File: src/rtl/slice_feeder.sv
// Lane-to-slice transposer: buffers 25 x 64-bit lanes, then streams 64 x 25-bit slices.
// SLICE_FEEDER_DOUBLE_BUF_EN selects ping-pong banks so loading overlaps emission.
module slice_feeder #(
   parameter int LANE_W = 64,
   parameter int LANE_N = 25
) (
   input  logic              clk,
   input  logic              rst,
   input  logic [LANE_W-1:0] laneIn,
   input  logic              laneValid,
   output logic              laneReady,
   output logic [LANE_N-1:0] sliceOut,
   output logic              sliceValid,
   input  logic              sliceReady,
   output logic              sliceFirst,
   output logic              sliceLast,
   output logic              busy
);
   localparam int LC_W = $clog2(LANE_N);
   localparam int SC_W = $clog2(LANE_W);
   localparam logic [LC_W-1:0] LANE_LAST  = LC_W'(LANE_N - 1);
   localparam logic [SC_W-1:0] SLICE_LAST = SC_W'(LANE_W - 1);

   logic [LC_W-1:0] lane_cnt;
   logic [SC_W-1:0] slice_cnt;
   logic            lane_xfer;
   logic            slice_xfer;
   logic            lane_done;
   logic            slice_done;

   assign lane_xfer  = laneValid && laneReady;
   assign slice_xfer = sliceValid && sliceReady;
   assign lane_done  = lane_xfer && (lane_cnt == LANE_LAST);
   assign slice_done = slice_xfer && (slice_cnt == SLICE_LAST);

   always_ff @(posedge clk or negedge rst) begin
      if (!rst) begin
         lane_cnt  <= '0;
         slice_cnt <= '0;
      end else begin
         if (lane_xfer)
            lane_cnt <= lane_done ? '0 : lane_cnt + 1'b1;
         if (slice_xfer)
            slice_cnt <= slice_done ? '0 : slice_cnt + 1'b1;
      end
   end

`ifdef SLICE_FEEDER_DOUBLE_BUF_EN
   logic [LANE_W-1:0] buf_q [2][LANE_N];
   logic [1:0]        full_q;
   logic              load_sel;
   logic              emit_sel;

   assign laneReady  = !full_q[load_sel];
   assign sliceValid = full_q[emit_sel];

   // lane_done and slice_done always target different banks, so both may fire on one edge.
   always_ff @(posedge clk or negedge rst) begin
      if (!rst) begin
         full_q   <= '0;
         load_sel <= 1'b0;
         emit_sel <= 1'b0;
      end else begin
         if (lane_done) begin
            full_q[load_sel] <= 1'b1;
            load_sel         <= !load_sel;
         end
         if (slice_done) begin
            full_q[emit_sel] <= 1'b0;
            emit_sel         <= !emit_sel;
         end
      end
   end

   always_ff @(posedge clk) begin
      if (lane_xfer)
         buf_q[load_sel][lane_cnt] <= laneIn;
   end

   always_comb begin
      sliceOut = '0;
      if (sliceValid)
         for (int l = 0; l < LANE_N; l++)
            sliceOut[l] = buf_q[emit_sel][l][slice_cnt];
   end

   assign busy = (lane_cnt != '0) || (|full_q);
`else
   // state | meaning
   // LOAD  | accepting lanes into the buffer, no slice output
   // EMIT  | presenting slices, lane input stalled
   typedef enum logic {LOAD, EMIT} state_t;

   state_t            state_q;
   state_t            state_d;
   logic [LANE_W-1:0] buf_q [LANE_N];

   assign laneReady  = (state_q == LOAD);
   assign sliceValid = (state_q == EMIT);

   always_ff @(posedge clk or negedge rst) begin
      if (!rst)
         state_q <= LOAD;
      else
         state_q <= state_d;
   end

   always_comb begin
      state_d = state_q;
      case (state_q)
         LOAD: if (lane_done)  state_d = EMIT;
         EMIT: if (slice_done) state_d = LOAD;
         default: state_d = LOAD;
      endcase
   end

   always_ff @(posedge clk) begin
      if (lane_xfer)
         buf_q[lane_cnt] <= laneIn;
   end

   always_comb begin
      sliceOut = '0;
      if (sliceValid)
         for (int l = 0; l < LANE_N; l++)
            sliceOut[l] = buf_q[l][slice_cnt];
   end

   assign busy = (lane_cnt != '0) || sliceValid;
`endif

   assign sliceFirst = sliceValid && (slice_cnt == '0);
   assign sliceLast  = sliceValid && (slice_cnt == SLICE_LAST);

endmodule

File: config.mk
export PLATFORM = sky130hd
export DESIGN_NAME = slice_feeder
export DESIGN_NICKNAME = d
export VERILOG_FILES = /design/src/rtl/slice_feeder.sv
export SDC_FILE = /design/constraint.sdc
export NUM_CORES = 2
export LEC_CHECK = 0
export BUFFER_PORTS_ARGS = -buffer_cell sky130_fd_sc_hd__buf_2
export CAP_MARGIN = 0
export CORE_MARGIN = 3
export CORE_UTILIZATION = 62
export DETAILED_ROUTE_END_ITERATION = 16
export PLACE_DENSITY = 0.89
export SETUP_SLACK_MARGIN = 0.5
export SLEW_MARGIN = 30
export SYNTH_ARGS = -nofsm -noshare
export SYNTH_HDL_FRONTEND = slang
export SYNTH_SLANG_ARGS = --single-unit
File: constraint.sdc
create_clock -name clk -period 8.17 [get_ports clk]
set_clock_uncertainty 0.2 [all_clocks]
set_input_delay 1.634 -clock clk [delete_from_list [all_inputs] [get_ports clk]]
set_output_delay 1.634 -clock clk [all_outputs]
set_load 0.01 [all_outputs]
==> summary.md <==
| Metric | Value |
|---|---|
| P_leak | 0.02161 µW |
| Port Buffers | 97 |
| Clk buf depth | 3 |
| Core Region | 97560 µm² |
| Worst vdd ir | 0.3097 mV |
| Synth cell types | 53 |
| First-pass GRT wire length | 238400 µm |
| WHS | 0.4874 ns |
| Initial core utilization | 0.6301 |
| Mapped cell area | 61480 µm² |
| Cell taking the most area after synthesis | edfxtp_1 |
| Drt wl/cell | 38.91 µm |
| Row Count | 114 |
| Grt ovf | 0 |
| Dpl cells | 4035 |
| Gr usage total | 0.3293 |
| R2r setup slk | 4.43 ns |
| Hold-fix buffers, CTS | 0 |
| Hold Path Class | reg -> reg |
| Max FO, Critical Path | 59 |
| Clock Tree Root | clkbuf_16 |
| Fill cells | 5188 |
| Non-Filler Instances | 4318 |
| Post-synth top cells | 1600 x edfxtp_1, 334 x mux4_2, 134 x mux2i_1 |
| Data required time of the critical path | 6.34 ns |
| Setup bufs post-CTS | 0 |
| Met3 usage | 0.08658 |
| Vias post-DR | 32060 |
| Simple-gate share of the synthesized area | 0.01166 |
| Worst Setup End Kind | output pin |
| Max Clock Freq | 141.4 MHz |
| Fin area | 68750 µm² |
| Antenna violations before repair | 11 |
| Endpoints failing hold | 0 |
| Synth Flop Type | edfxtp_1 |
| Final worst slack | 1.099 ns |
| Status | complete, no violations |
| I/O pins | 98 |
| H-Tree Depth | 4 |
| Setup WS pre-CTS | 2.254 ns |
| Yosys warnings | 0 |
| Die ar. | 103000 µm² |
| DRC Markers | 0 |
| Clk_lat worst skew | 0.76 ns |
| Routed WL | 168000 µm |
| Final Cycle Share | 0.8655 |
| #FFs+latches synth | 1612 |
| DP Area | 63730 µm² |
| Largest family of logic cells by synthesized area | multiplexers |
| Horiz. Die Dim | 320.9 µm |
| Mapped Nets | 2827 |
| Post-CTS sizing | 0 |
| Setup CP Type | reg -> out |
| Post-synthesis cell count | 2753 |
| Max Slew Vio Count | 0 |
| Global route hottest layer | met2 |
| Clock slew at reported path FFs | 0.07 ns |
| Vias in the first global route | 32430 |
| Slowest-stage cell, CP | dfrtp_4 |
| Most frequent cell after synthesis | edfxtp_1 |
| Post-synthesis mux area share | 0.1471 |
| Cell Pwr Density | 337.7 nW/µm² |
| Worst Hold Path EP | lane_cnt[0] |
| Buf+Inv Stages, Crit Path | 2 |
| Top cell type's share of synthesized area | 0.7815 |
| Area taken by multi-input logic gates | 12490 µm² |
| CTS tree | done |
| Max Cap Viol | 0 |
| Clock sinks | 1612 |
| Hold Startpoint | lane_cnt[0] |
| CP Launch Type | flip-flop |
| Final RePlAce weighted congestion | 1.017 |
| Slew @ Worst Pin | 1.165 ns |
| Share of layout cells above drive strength 1 | 0.2586 |
| Clock buffer count from CTS | 148 |
| Worst EP arrival | 5.24 ns |
| Setup TNS | 0 ns |
| RSZ-0062 raised after global routing | false |
| WP depth | 7 |
| Final nets | 2991 |
| GRT met1 Usage | 0.4010 |
| # setup viols final | 0 |
| Die Ht | 320.9 µm |
| Hold path cells | 2 |
| Ranking of synthesized cells by area | edfxtp_1 78%, mux4_2 12%, mux2i_1 2.2% |
| Worst-path cell chain | buf_12 > mux4_2 > a22o_1 > a2111oi_1 > a211oi_2 > or3_1 > buf_2 |
| Hpwl dp | 89260 µm |
| Sequential cell area | 48360 µm² |
| Avg Cell Area, Syn | 22.33 µm² |
| R2r worst-path depth | 4 |
| Met2 GRT Util | 0.5403 |
| Register area share after synthesis | 0.7864 |
| Pre-Repair DR Iteration Count | 7 |
| Worst r2r src | sliceValid |
| Post-synthesis adder-cell area fraction | 0.001221 |
| EDFF count, synth | 1600 |
| Post-synthesis compound-gate area fraction | 0.03824 |
| Area Growth Syn to Fin | 11.83% |
| Tmin final | 7.071 ns |
| Largest net degree at the start of global routing | 159 |
| Vias per cell | 7.424 |
| Post-synthesis xor/xnor area fraction | 0.0007123 |
| Post-DRT Antenna Nets | 0 |
| Terminus of the critical flop-to-flop path | buf_q[20][2] |
| Asr flop ratio synth | 0.007444 |
| Crit path largest cell delay | 1.01 ns |
| Slew HR | 0.2189 |
| DR iter-0 viols | 5624 |
| Largest delay share family, worst path | compound AO/OA/AOI/OAI gates |
-- metrics by stage --
stage               total power (µW)  utilization
floorplan                      13550            -
global placement               15650       0.6503
detailed placement             15880       0.6532
CTS                            22910       0.7021
global route                   23590       0.7045
finish                         23220       0.7047
-- worst max path at each step --
stage | startpoint | to
6_report | slice_cnt[0] | sliceOut[23]
5_1_grt | slice_cnt[0] | sliceOut[23]
4_1_cts | slice_cnt[0] | sliceOut[23]
3_5_place_dp | slice_cnt[0] | sliceOut[23]
3_3_place_gp | slice_cnt[0] | sliceOut[23]
2_1_floorplan | laneValid | lane_cnt[0]
-- flip-flops by register name (all words and copies together) (netlist names) --
signal and cells:
sliceValid 1, lane_cnt 5, buf_q 1600, slice_cnt 6
-- logic make-up (layout without fill, tap and decap cells) --
logic type / after synthesis / after routing
DFF: 1612 / 1612
muxes: 484 / 484
AOI/OAI and AO/OA: 326 / 326
buffers and inverters: 170 / 453
and+or+nand+nor: 150 / 150
adders and majority gates: 6 / 6
xor gates and xnor gates: 5 / 5
other: 0 / 6
-- power breakdown --
group,switching [µW],total (µW),leakage [µW],internal (µW)
Clock,3080,6980,0.00234,3900
Combinational,4310,6850,0.00475,2540
Sequential,210,9400,0.0145,9190
Total,7590,23200,0.0216,15600
-- layout by cell type, fill, tap and decap left out, types with 22 or more instances in the layout --
master     Yosys  layout
a221oi_1      23      22
mux2i_1      134     134
o22ai_1       22      22
nor2_1        49      22
buf_4         26      47
a21oi_1       60      60
mux4_2       334     334
nor2_4         0      26
clkinv_1       1      37
edfxtp_1    1600    1600
o221ai_1      22      22
clkinv_2       0      24
nand2_1       38      38
a22oi_1       91      91
clkbuf_1      77      24
clkbuf_16      0     150
a211oi_1      45      39
buf_2         27     100
-- final cells by class --
class	count	share of cell area
repair buffers	176	0.02162
flip-flops and latches	1612	0.7034
inverters	8	0.0004368
diodes	6	0.0002184
clock buffers	175	0.05611
multi-input cells	971	0.1817
clock inverters	94	0.01330
well taps	1276	0.02322
-- metal layers --
layer  routed length [µm]  share of wire
met1                50540           0.30
met2                82950           0.49
met3                21580           0.13
met4                12770          0.076
met5                  168         0.0010
-- worst min-delay path: cells and delay by family (launching register included) --
kind	cells	cell delay [ns]
DFF	1	0.41
muxes	1	0.13
buffers and inverters	1	0.11
No activity file was read; power rests on OpenSTA's default activity.
